## config.mk

```make
export PLATFORM = sky130hd
export DESIGN_NAME = a2d_spi_intf_flat
export DESIGN_NICKNAME = d
export VERILOG_FILES = /design/src/rtl/a2d_spi_intf_if.sv /design/src/rtl/a2d_spi_intf.sv /design/src/flat_wrapper.sv
export SDC_FILE = /design/constraint.sdc
export NUM_CORES = 1
export LEC_CHECK = 0
export ABC_CLOCK_PERIOD_IN_PS = 2500
export BUFFER_PORTS_ARGS = -buffer_cell sky130_fd_sc_hd__buf_2
export CORE_ASPECT_RATIO = 1.4
export CORE_UTILIZATION = 50
export DETAILED_ROUTE_END_ITERATION = 8
export HOLD_SLACK_MARGIN = 0.08
export PLACE_DENSITY = 0.68
export RECOVER_POWER = 50
export REMOVE_ABC_BUFFERS = 1
export SETUP_SLACK_MARGIN = 0.2
export SLEW_MARGIN = 20
export SYNTH_ARGS = -nofsm -noshare
export SYNTH_HDL_FRONTEND = slang
export SYNTH_SLANG_ARGS = --single-unit
```

## constraint.sdc

```tcl
create_clock -name clk -period 2.5 [get_ports clk]
set_input_delay 0.25 -clock clk [delete_from_list [all_inputs] [get_ports clk]]
set_output_delay 0.25 -clock clk [all_outputs]
set_load 0.005 [all_outputs]
```

## src/rtl/a2d_spi_intf_if.sv

```systemverilog
// ============================================================================
//  Module      : a2d_spi_intf_if
//  Description : Bundle of the signals of the line-sensor A2D SPI master.
//                It carries the conversion handshake with the motion
//                controller and the 4-wire SPI bus to the ADC128S-style A2D.
//                  strt_cnv   1   request to start a conversion
//                  chnnl      3   channel to convert
//                  cnv_cmplt  1   level, result valid
//                  res        12  last conversion result
//                  SS_n       1   SPI slave select, active-low
//                  SCLK       1   SPI clock, idles high
//                  MOSI       1   SPI data to the A2D
//                  MISO       1   SPI data from the A2D
//                The master modport is the SPI master itself. The slave
//                modport is the far side: the requester plus the A2D.
//  Revision    : 1.0  initial release
// ============================================================================
`default_nettype none

interface a2d_spi_intf_if;
    logic        strt_cnv;
    logic [2:0]  chnnl;
    logic        cnv_cmplt;
    logic [11:0] res;
    logic        SS_n;
    logic        SCLK;
    logic        MOSI;
    logic        MISO;

    modport master (
        input  strt_cnv,
        input  chnnl,
        input  MISO,
        output cnv_cmplt,
        output res,
        output SS_n,
        output SCLK,
        output MOSI
    );

    modport slave (
        output strt_cnv,
        output chnnl,
        output MISO,
        input  cnv_cmplt,
        input  res,
        input  SS_n,
        input  SCLK,
        input  MOSI
    );
endinterface

`default_nettype wire

```

## src/rtl/a2d_spi_intf.sv

```systemverilog
// ============================================================================
//  Module      : a2d_spi_intf
//  Description : SPI master for the 8-channel 12-bit line-sensor A2D.
//                A conversion is two 16-bit SPI transactions separated by a
//                short SS_n-high pause. The first one sends the channel
//                select, and the second one reads the converted result back.
//                The 12-bit result is presented on res and qualified by
//                cnv_cmplt.
//  Parameters  : DIV_W       SCLK divider width, SCLK period = 2^DIV_W clk
//                PAUSE_CLKS  clk cycles SS_n is held high between transactions
//  Ports       : clk    in  system clock
//                rst_n  in  asynchronous active-low reset
//                bus    --  a2d_spi_intf_if.master:
//                           strt_cnv/chnnl in, cnv_cmplt/res out,
//                           SS_n/SCLK/MOSI out, MISO in
//  Revision    : 1.0  initial release
// ============================================================================
`default_nettype none

module a2d_spi_intf #(
    parameter int DIV_W      = 5,
    parameter int PAUSE_CLKS = 32
) (
    input  logic           clk,
    input  logic           rst_n,
    a2d_spi_intf_if.master bus
);

    // ------------------------------------------------------------------------
    // Constants
    // ------------------------------------------------------------------------
    localparam logic [1:0] S_IDLE  = 2'd0;
    localparam logic [1:0] S_TX1   = 2'd1;
    localparam logic [1:0] S_PAUSE = 2'd2;
    localparam logic [1:0] S_TX2   = 2'd3;

    // The divider is loaded 9 counts short of wrapping. SCLK therefore stays
    // high for 9 clk after SS_n falls, then spends half a period low before
    // the first rising edge. This gives the A2D setup time on the first bit.
    localparam logic [DIV_W-1:0] C_DIV_LOAD = DIV_W'((1 << DIV_W) - 9);
    // Divider value just before the MSB sets (SCLK rises).
    localparam logic [DIV_W-1:0] C_DIV_RISE = {1'b0, {(DIV_W-1){1'b1}}};
    // Divider value just before wrap (SCLK falls).
    localparam logic [DIV_W-1:0] C_DIV_FALL = {DIV_W{1'b1}};
    localparam logic [4:0]       C_BITS     = 5'd16;

    localparam int               PCW          = (PAUSE_CLKS > 1) ? $clog2(PAUSE_CLKS) : 1;
    localparam logic [PCW-1:0]   C_PAUSE_LAST = PCW'(PAUSE_CLKS - 1);

    // ------------------------------------------------------------------------
    // State
    // ------------------------------------------------------------------------
    logic [1:0]       state_q,     state_d;
    logic [DIV_W-1:0] sclk_div_q,  sclk_div_d;
    logic [4:0]       bit_cnt_q,   bit_cnt_d;
    logic [15:0]      tx_shft_q,   tx_shft_d;
    // Only the low 12 bits of the 16 received bits are ever used. Shifting
    // 16 bits through a 12-bit register drops the leading nibble naturally.
    logic [11:0]      rx_shft_q,   rx_shft_d;
    logic [PCW-1:0]   pause_cnt_q, pause_cnt_d;
    logic             ss_n_q,      ss_n_d;
    logic             sclk_q,      sclk_d;
    logic             cnv_cmplt_q, cnv_cmplt_d;
    logic [11:0]      res_q,       res_d;

    logic             w_div_rise;
    logic             w_div_fall;
    logic             w_tx_done;

    assign w_div_rise = (sclk_div_q == C_DIV_RISE);
    assign w_div_fall = (sclk_div_q == C_DIV_FALL);
    // The 16th bit has been sampled and the divider has reached its last
    // count. SS_n is released here instead of producing a 17th SCLK fall.
    assign w_tx_done  = w_div_fall && (bit_cnt_q == C_BITS);

    // ------------------------------------------------------------------------
    // Next-state logic
    // ------------------------------------------------------------------------
    always_comb begin
        state_d     = state_q;
        sclk_div_d  = sclk_div_q;
        bit_cnt_d   = bit_cnt_q;
        tx_shft_d   = tx_shft_q;
        rx_shft_d   = rx_shft_q;
        pause_cnt_d = pause_cnt_q;
        ss_n_d      = ss_n_q;
        cnv_cmplt_d = cnv_cmplt_q;
        res_d       = res_q;

        case (state_q)
            S_IDLE: begin
                // Requests are only honoured here, so a strt_cnv during a
                // conversion (including its final edge) is dropped.
                if (bus.strt_cnv) begin
                    ss_n_d      = 1'b0;
                    sclk_div_d  = C_DIV_LOAD;
                    bit_cnt_d   = 5'd0;
                    cnv_cmplt_d = 1'b0;
                    tx_shft_d   = {2'b00, bus.chnnl, 11'h000};
                    state_d     = S_TX1;
                end
            end

            S_TX1, S_TX2: begin
                if (w_tx_done) begin
                    ss_n_d = 1'b1;
                    if (state_q == S_TX1) begin
                        pause_cnt_d = '0;
                        state_d     = S_PAUSE;
                    end else begin
                        res_d       = rx_shft_q;
                        cnv_cmplt_d = 1'b1;
                        state_d     = S_IDLE;
                    end
                end else begin
                    sclk_div_d = sclk_div_q + DIV_W'(1);
                    if (w_div_rise) begin
                        rx_shft_d = {rx_shft_q[10:0], bus.MISO};
                        bit_cnt_d = bit_cnt_q + 5'd1;
                    end
                    // The divider also wraps once before the first rise. That
                    // fall must not shift, or the MSB on MOSI would be lost.
                    if (w_div_fall && (bit_cnt_q != 5'd0)) begin
                        tx_shft_d = {tx_shft_q[14:0], 1'b0};
                    end
                end
            end

            S_PAUSE: begin
                if (pause_cnt_q == C_PAUSE_LAST) begin
                    ss_n_d     = 1'b0;
                    sclk_div_d = C_DIV_LOAD;
                    bit_cnt_d  = 5'd0;
                    tx_shft_d  = 16'h0000;
                    state_d    = S_TX2;
                end else begin
                    pause_cnt_d = pause_cnt_q + PCW'(1);
                end
            end

            default: begin
                state_d = S_IDLE;
            end
        endcase

        // SCLK is registered from the next-state values so that the pin
        // comes straight from a flop. It is forced high whenever SS_n is high.
        sclk_d = ss_n_d | sclk_div_d[DIV_W-1];
    end

    // ------------------------------------------------------------------------
    // Registers
    // ------------------------------------------------------------------------
    always_ff @(posedge clk or negedge rst_n) begin
        if (!rst_n) begin
            state_q     <= S_IDLE;
            sclk_div_q  <= '0;
            bit_cnt_q   <= 5'd0;
            tx_shft_q   <= 16'h0000;
            rx_shft_q   <= 12'h000;
            pause_cnt_q <= '0;
            ss_n_q      <= 1'b1;
            sclk_q      <= 1'b1;
            cnv_cmplt_q <= 1'b0;
            res_q       <= 12'h000;
        end else begin
            state_q     <= state_d;
            sclk_div_q  <= sclk_div_d;
            bit_cnt_q   <= bit_cnt_d;
            tx_shft_q   <= tx_shft_d;
            rx_shft_q   <= rx_shft_d;
            pause_cnt_q <= pause_cnt_d;
            ss_n_q      <= ss_n_d;
            sclk_q      <= sclk_d;
            cnv_cmplt_q <= cnv_cmplt_d;
            res_q       <= res_d;
        end
    end

    // ------------------------------------------------------------------------
    // Outputs
    // ------------------------------------------------------------------------
    assign bus.SS_n      = ss_n_q;
    assign bus.SCLK      = sclk_q;
    assign bus.MOSI      = tx_shft_q[15];
    assign bus.cnv_cmplt = cnv_cmplt_q;
    assign bus.res       = res_q;

endmodule

`default_nettype wire
```

## src/flat_wrapper.sv

```systemverilog
// flat-port wrapper written by rule: the top's interface ports become plain ports
module a2d_spi_intf_flat 
#(
    parameter int DIV_W      = 5,
    parameter int PAUSE_CLKS = 32
)
  (clk, rst_n, bus_strt_cnv, bus_chnnl, bus_MISO, bus_cnv_cmplt, bus_res, bus_SS_n, bus_SCLK, bus_MOSI);
  a2d_spi_intf_if bus_i ();
  input  logic clk;
  input  logic rst_n;
  input wire logic [$bits(bus_i.strt_cnv)-1:0] bus_strt_cnv;
  input wire logic [$bits(bus_i.chnnl)-1:0] bus_chnnl;
  input wire logic [$bits(bus_i.MISO)-1:0] bus_MISO;
  output wire logic [$bits(bus_i.cnv_cmplt)-1:0] bus_cnv_cmplt;
  output wire logic [$bits(bus_i.res)-1:0] bus_res;
  output wire logic [$bits(bus_i.SS_n)-1:0] bus_SS_n;
  output wire logic [$bits(bus_i.SCLK)-1:0] bus_SCLK;
  output wire logic [$bits(bus_i.MOSI)-1:0] bus_MOSI;
  assign bus_i.strt_cnv = bus_strt_cnv;
  assign bus_i.chnnl = bus_chnnl;
  assign bus_i.MISO = bus_MISO;
  assign bus_cnv_cmplt = bus_i.cnv_cmplt;
  assign bus_res = bus_i.res;
  assign bus_SS_n = bus_i.SS_n;
  assign bus_SCLK = bus_i.SCLK;
  assign bus_MOSI = bus_i.MOSI;
  a2d_spi_intf #(.DIV_W(DIV_W), .PAUSE_CLKS(PAUSE_CLKS)) u_core (.clk(clk), .rst_n(rst_n), .bus(bus_i));
endmodule
```

==> run_results.csv, run 1 <==
group,metric,value,unit
outcome,outcome,"finished, final reports clean",
finish,finalNetCount,272,
global_routing,grt_busiest_layer,"met2",
timing,max_slew_margin,20.6,%
synth,syn_area_per_cell,11.2,um^2
setup_path,endpoint_kind,"flop",
synth,syn-instance-count,222,
placement,dp_cells,309,
finish,antenna_cells,0,
timing,finalCritPeriodShare,86.1,%
finish,drive_above_1_share,22.0,%
placement,port_buffers,22,
drt,vias_per_cell,5.62,
timing,final_hold_viol_count,0,
finish,multiInputGateArea,1210,um^2
global_routing,grt_max_degree,50,
finish,finalNonFillerCells,318,
global_routing,grtUsageTotal,20.2,%
min_path,min-delay-start,"bus_MISO",
clock_tree,htree_levels,2,
setup_path,cp.required,2.69,ns
synth,synth_edf_count,0,
timing,finalSetupViolCount,0,
setup_path,cp-start-kind,"flop",
drt,drc,0,
finish,ff_latch_area,1230,um^2
floorplan,rows,30,
global_routing,grt_pass1_wl,7980,um
global_routing,met1_usage,24.7,%
timing,drv_slew,0,
setup_path,worst_r2r_path_depth,8,
setup_path,cp.arrival,2.34,ns
placement,place_hpwl,3530,um
floorplan,die_h,85.5,um
synth,netlist_area,2490,um^2
drt,drtPass1Iterations,4,
floorplan,io_pins,23,
setup_path,r2r_end,"u_core.bus.res[5]$_DFFE_PN0P_",
timing,finClkSkew,0.00881,ns
floorplan,dieArea,5270,um^2
pwr,p_leak,0.00136,uW
timing,period_minus_slack,2.15,ns
synth,ys_types,44,
drt,drt_iter0_drc,76,
clock_tree,cts_buffers,5,
synth,synth_top_area_share,47.2,%
clock_tree,clk_pin_slew,0.10,ns
setup_path,timing.rr.start,"u_core.sclk_div_q[1]$_DFFE_PN0P_",
placement,routabilityCongestion,0.915,
drt,num_vias,1786,
min_path,min_path_cells,2,
timing,clock.fmax,465,MHz
synth,synth_seq_area_share,49.3,%
drt,routedWlPerCell,15.1,um
setup_path,worstSetupPathType,"flop to flop",
pwr,power-per-cell-area,458,nW/um^2
timing,grt_setup_unrepaired,"false",
clock_tree,cts-root-buf,"clkbuf_8",
synth,ys.flop_type,"dfrtp_1",
synth,synth_area_leaders,"dfrtp_1, mux2_1, ha_1",
floorplan,core-area,4800,um^2
timing,fin_setup_tns,0,ns
finish,syn_to_final_growth,13.9,%
setup_path,critPathMaxFanout,12,
clock_tree,clock_path_buffers,2,
clock_tree,insertion_delay,0.31,ns
global_routing,grt_overflow,0,
job,cap_violations,0,
clock_tree,cts_tree,"done",
floorplan,die_w,61.7,um
global_routing,grt_pass1_vias,1820,
drt,routed_wirelength,4800,um
timing,tightest_slew,1.19,ns
global_routing,antenna_found_initial,0,
min_path,hold_end,"u_core.rx_shft_q[0]$_DFFE_PN0P_",
synth,ys_ff_latch,49,
drt,ant_nets,0,
synth,yosysWarnings,0,
finish,fillers,424,
synth,synth_largest_area_cell,"dfrtp_1",
global_routing,grt_use_met2,33.5,%
global_routing,grt_use_met3,4.37,%
pwr,peakVddDrop,0.000237,V
synth,async_reset_ff_share,100,%
min_path,min_path_type,"input port to flop",
clock_tree,cts_setup_buffers,0,
setup_path,r2r_slack,0.35,ns
floorplan,start_util,51.8,%
clock_tree,cts.sinks,49,
[synthesized netlist by cell type (all sizes together), types with 5 or more instances]
cell     n
buf      5
inv      7
nand2   19
and3     5
o21ai   16
ha      12
nand2b   6
mux2    30
a21oi    8
nor2     9
nand3    5
dfrtp   47
[layer usage]
metal / part of all wire, % / vias to the layer above
li1: - / 866
met1: 43 / 880
met2: 52 / 36
met3: 3.5 / 4
met4: 0.96 / 0
met5: 0 / -
[kinds of logic after synthesis]
| kind of cell | share of synthesized area [%] |
|---|---|
| mux | 14.4 |
| simple gates | 14.8 |
| flops | 49.3 |
| buf+inv | 2.76 |
| fa+ha+maj | 6.03 |
| compound gates | 12.8 |
[per-stage QoR]
stage	util, %	cell area (um^2)	hold WS [ns]	setup WS [ns]	total power [uW]
final	59.0	2840	0.166	0.349	1300
after CTS	59.0	2830	0.162	0.230	1320
after global routing	59.0	2840	0.170	0.226	1350
after floorplan	-	2450	-0.0456	0.143	812
after detailed placement	56.7	2730	0.389	0.197	835
after global placement	56.7	2730	0.393	0.161	835
[power by group]
part	leakage, uW	internal (uW)	switching [uW]	total [uW]
logic	0.000676	6.21	17.4	23.6
registers	0.000642	794	1.11	795
clock network	0.0000447	202	279	482
[layout by cell type, fill, tap and decap left out, types with 6 or more instances in the layout]
master / netlist / routed
buf_2: 4 / 12
inv_1: 7 / 7
nand2_1: 19 / 18
o21ai_0: 10 / 10
ha_1: 12 / 11
o21ai_1: 6 / 6
nor2_1: 6 / 6
clkbuf_1: 4 / 10
buf_4: 1 / 8
dfrtp_1: 47 / 47
nand2b_1: 6 / 6
a21oi_1: 8 / 8
mux2_1: 19 / 19
mux2_2: 11 / 11
[layout make-up]
| cell class | instances | area share (%) |
|---|---|---|
| multi-input combinational | 157 | 42.8 |
| tap | 64 | 2.82 |
| sequential | 49 | 43.3 |
| timing repair buffer | 33 | 6.79 |
| clock buffer | 5 | 2.43 |
| inverter | 7 | 0.926 |
| clock inverter | 3 | 0.882 |
[state kept, by name, indices dropped and copies added (netlist names)]
signal	flops
u_core.bit_cnt_q	5
u_core.bus.SCLK	1
u_core.bus.SS_n	1
u_core.bus.cnv_cmplt	1
u_core.bus.res	12
u_core.pause_cnt_q	5
u_core.rx_shft_q	12
u_core.sclk_div_q	5
u_core.state_q	2
u_core.tx_shft_q	5
[critical path, cell delays in order, from the launching register on]
cell and delay [ns]:
dfrtp_1 0.40, ha_1 0.20, and3_1 0.18, ha_1 0.21
and2_4 0.18, nand2_2 0.10, nor3b_4 0.26, buf_12 0.17
mux2_1 0.33
[what timing repair did]
item                                   4_1_cts  5_1_grt
hold buffers                                 1        0
resized for setup                            1        5
setup endpoints to repair                    2       19
endpoints found under the hold margin       47        0
[how the worst max path moves through the flow]
| stage | cells after the start | to | from |
|---|---|---|---|
| after floorplan | 7 | u_core.bus.res[11]$_DFFE_PN0P_ | u_core.sclk_div_q[0]$_DFFE_PN0P_ |
| after global placement | 7 | u_core.state_q[1]$_DFFE_PN0P_ | u_core.pause_cnt_q[0]$_DFFE_PN0P_ |
| after detailed placement | 8 | u_core.bit_cnt_q[2]$_DFFE_PN0P_ | u_core.pause_cnt_q[0]$_DFFE_PN0P_ |
| after CTS | 8 | u_core.bus.res[5]$_DFFE_PN0P_ | u_core.sclk_div_q[1]$_DFFE_PN0P_ |
| after global routing | 8 | u_core.bus.res[2]$_DFFE_PN0P_ | u_core.sclk_div_q[1]$_DFFE_PN0P_ |
| final | 8 | u_core.bus.res[5]$_DFFE_PN0P_ | u_core.sclk_div_q[1]$_DFFE_PN0P_ |
(Power assumes the default switching activity.)
==> run 2: changes to the inputs <==
--- a/config.mk
+++ b/config.mk
@@ -5,13 +5,14 @@
 export SDC_FILE = /design/constraint.sdc
 export NUM_CORES = 1
 export LEC_CHECK = 0
+export ABC_AREA = 1
 export ABC_CLOCK_PERIOD_IN_PS = 2500
-export BUFFER_PORTS_ARGS = -buffer_cell sky130_fd_sc_hd__buf_2
 export CORE_ASPECT_RATIO = 1.4
 export CORE_UTILIZATION = 50
 export DETAILED_ROUTE_END_ITERATION = 8
+export DONT_BUFFER_PORTS = 1
 export HOLD_SLACK_MARGIN = 0.08
-export PLACE_DENSITY = 0.68
+export PLACE_DENSITY = 0.64
 export RECOVER_POWER = 50
 export REMOVE_ABC_BUFFERS = 1
 export SETUP_SLACK_MARGIN = 0.2
==> run 2 against run 1 <==
Against the previous run:
- setup slack better by 0.17 ns
- area after synthesis up 2.6%
- global-route usage down 2.5 points
- cell count up 10%
- count of clock-buffer cells in the layout unchanged
- non-clock buffer count down 31
- utilization down 3.8 points
- highest routed layer unchanged
==> run_results.csv, run 2 <==
group,metric,value,unit
min_path,min_path_type,"input port to flop",
synth,synth_xor_area_share,0.685,%
global_routing,grt_pass1_wl,7450,um
placement,place_hpwl,3190,um
clock_tree,insertion_delay,0.31,ns
synth,syn_area_per_cell,9.06,um^2
setup_path,critPathMaxFanout,24,
synth,synth_adder_area_share,5.87,%
synth,synthSimpleGateAreaFrac,24.7,%
global_routing,grtUsageTotal,17.8,%
floorplan,core-area,4880,um^2
floorplan,dieArea,5410,um^2
outcome,outcome,"finished, final reports clean",
global_routing,antenna_found_initial,0,
pwr,p_leak,0.00127,uW
placement,routabilityCongestion,0.874,
synth,syn-instance-count,282,
synth,async_reset_ff_share,100,%
global_routing,grt_max_degree,50,
pwr,power-per-cell-area,933,nW/um^2
synth,synth_edf_count,0,
finish,finalNetCount,305,
synth,synthTopCellsByCount,"nand2_1, dfrtp_1, inv_1",
clock_tree,clock_path_buffers,2,
drt,vias_per_cell,4.97,
synth,synth_largest_area_cell,"dfrtp_1",
clock_tree,cts_tree,"done",
floorplan,die_h,86.6,um
timing,finClkSkew,0.00706,ns
drt,routedWlPerCell,12.6,um
finish,drive_above_1_share,19.2,%
finish,fillers,465,
timing,fin_hold_ws,0.0923,ns
timing,period_minus_slack,1.98,ns
finish,antenna_cells,0,
synth,synth_seq_area_share,48.1,%
finish,syn_to_final_growth,5.48,%
global_routing,grt_pass1_vias,1654,
timing,final_hold_viol_count,0,
setup_path,endpoint_kind,"flop",
timing,max_slew_margin,20.0,%
drt,ant_nets,0,
clock_tree,cts-root-buf,"clkbuf_8",
pwr,power,2520,uW
synth,ys_ff_latch,49,
timing,tightest_slew,1.20,ns
timing,drv_slew,0,
setup_path,r2r_slack,0.52,ns
floorplan,start_util,52.4,%
placement,dp_cells,341,
timing,grt_setup_unrepaired,"false",
floorplan,die_w,62.4,um
job,cap_violations,0,
pwr,peakVddDrop,0.000391,V
setup_path,worstSetupPathType,"flop to flop",
finish,finalNonFillerCells,351,
clock_tree,ctsResizeCount,0,
synth,synth_top_family_by_area,"simple AND/OR/NAND/NOR gates",
floorplan,rows,30,
drt,routed_wirelength,4420,um
setup_path,cp-start-kind,"flop",
synth,yosysWarnings,0,
synth,synthMuxAreaShare,0,%
timing,finalSetupViolCount,0,
synth,ys_types,31,
synth,synth_area_leaders,"dfrtp_1, nand2_1, o21ai_2",
synth,synth_compound_area_share,14.0,%
clock_tree,clk_pin_slew,0.10,ns
drt,drc,0,
setup_path,cp.required,2.69,ns
setup_path,path_cells,"ha_1, nand2_1, nor2_1, ha_1, nand2_1, clkinv_1, nand3_4, nand2_4, inv_4, nand2_4, nor2_1, a21oi_2",
clock_tree,cts.sinks,49,
synth,synth.most_common_cell,"nand2_1",
timing,clock.fmax,505,MHz
synth,ys.flop_type,"dfrtp_1",
clock_tree,cts_setup_buffers,0,
global_routing,grt_overflow,0,
setup_path,crit_path_max_incr_delay,0.43,ns
timing,finalCritPeriodShare,79.2,%
drt,num_vias,1744,
synth,netlist_area,2560,um^2
placement,port_buffers,0,
floorplan,io_pins,23,
clock_tree,htree_levels,2,
synth,synth_top_area_share,46.0,%
finish,layout_common_cells,"nand2_1, dfrtp_1, inv_1, o21ai_2, o21ai_0",
setup_path,cp_slowest_cell,"dfrtp_1",
drt,drt_iter0_drc,67,
timing,fin_setup_tns,0,ns
clock_tree,cts_buffers,5,
drt,drtPass1Iterations,4,
finish,final_common_cell,"nand2_1",
setup_path,cp.arrival,2.17,ns
==> run 2: changes by cell type in the layout (fill, tap and decap cells not counted), moves of 11 or more <==
cell and delta:
nand2_1 +69, mux2_1 -19, o21ai_2 +20, buf_2 -12
mux2_2 -11, inv_1 +20
==> run 2: critical path: cells and delay by family (launching register included) <==
family                   cells  cell delay [ns]
AND/OR/NAND/NOR              7             0.76
buffers and inverters        2             0.20
flip-flops                   1             0.43
AO/OA/AOI/OAI                1             0.04
adder cells (fa/ha/maj)      2             0.43
==> run 2: worst paths after layout <==
kind / startpoint / endpoint / cells after the start
min reg2reg: u_core.tx_shft_q[12]$_DFFE_PN0P_ / u_core.tx_shft_q[12]$_DFFE_PN0P_ / 2
max: u_core.sclk_div_q[0]$_DFFE_PN0P_ / u_core.rx_shft_q[0]$_DFFE_PN0P_ / 12
max in group asynchronous: rst_n / u_core.rx_shft_q[0]$_DFFE_PN0P_ / 2
min in group asynchronous: rst_n / u_core.bit_cnt_q[3]$_DFFE_PN0P_ / 2
min: bus_MISO / u_core.rx_shft_q[0]$_DFFE_PN0P_ / 2
max reg2reg: u_core.sclk_div_q[0]$_DFFE_PN0P_ / u_core.rx_shft_q[0]$_DFFE_PN0P_ / 12
==> run 2: power breakdown <==
| group | total (uW) | leakage, uW | internal (uW) | switching (uW) |
|---|---|---|---|---|
| Combinational | 1020 | 0.000571 | 335 | 685 |
| Sequential | 1010 | 0.000661 | 910 | 101 |
| Clock | 485 | 0.0000423 | 204 | 281 |
==> run 2: logic make-up after synthesis <==
group                    Yosys count
AND/OR/NAND/NOR                  130
XOR/XNOR                           2
flip-flops                        49
adder cells (fa/ha/maj)           12
AO/OA/AOI/OAI                     52
buffers and inverters             37
==> run 2: what timing repair did <==
| action | CTS | global route |
|---|---|---|
| hold buffers | 2 | 0 |
| hold endpoints to repair | 49 | 0 |
| setup endpoints to repair | 0 | 0 |
==> run 2: layout make-up <==
class,count,area [um^2],share of cell area [%]
Sequential cell,49,1230,45.6
Multi-Input combinational cell,196,1150,42.8
Inverter,32,123,4.55
Tap cell,64,80.1,2.97
Clock buffer,5,68.8,2.55
Clock inverter,3,26.3,0.974
Timing Repair Buffer,2,15.0,0.557
==> run 2: stage by stage <==
step | utilization (%) | area (um^2) | worst slack [ns]
floorplan | - | 2510 | 0.711
global placement | 53.0 | 2590 | 0.605
detailed placement | 53.0 | 2590 | 0.542
CTS | 55.7 | 2720 | 0.518
global route | 55.3 | 2700 | 0.299
finish | 55.3 | 2700 | 0.520
==> run 2: metal layers <==
metal | global-route usage (%) | wire, um
met1 | 20.8 | 2030
met2 | 31.9 | 2190
met3 | 3.16 | 127
met4 | 7.40 | 72
met5 | 0 | 0
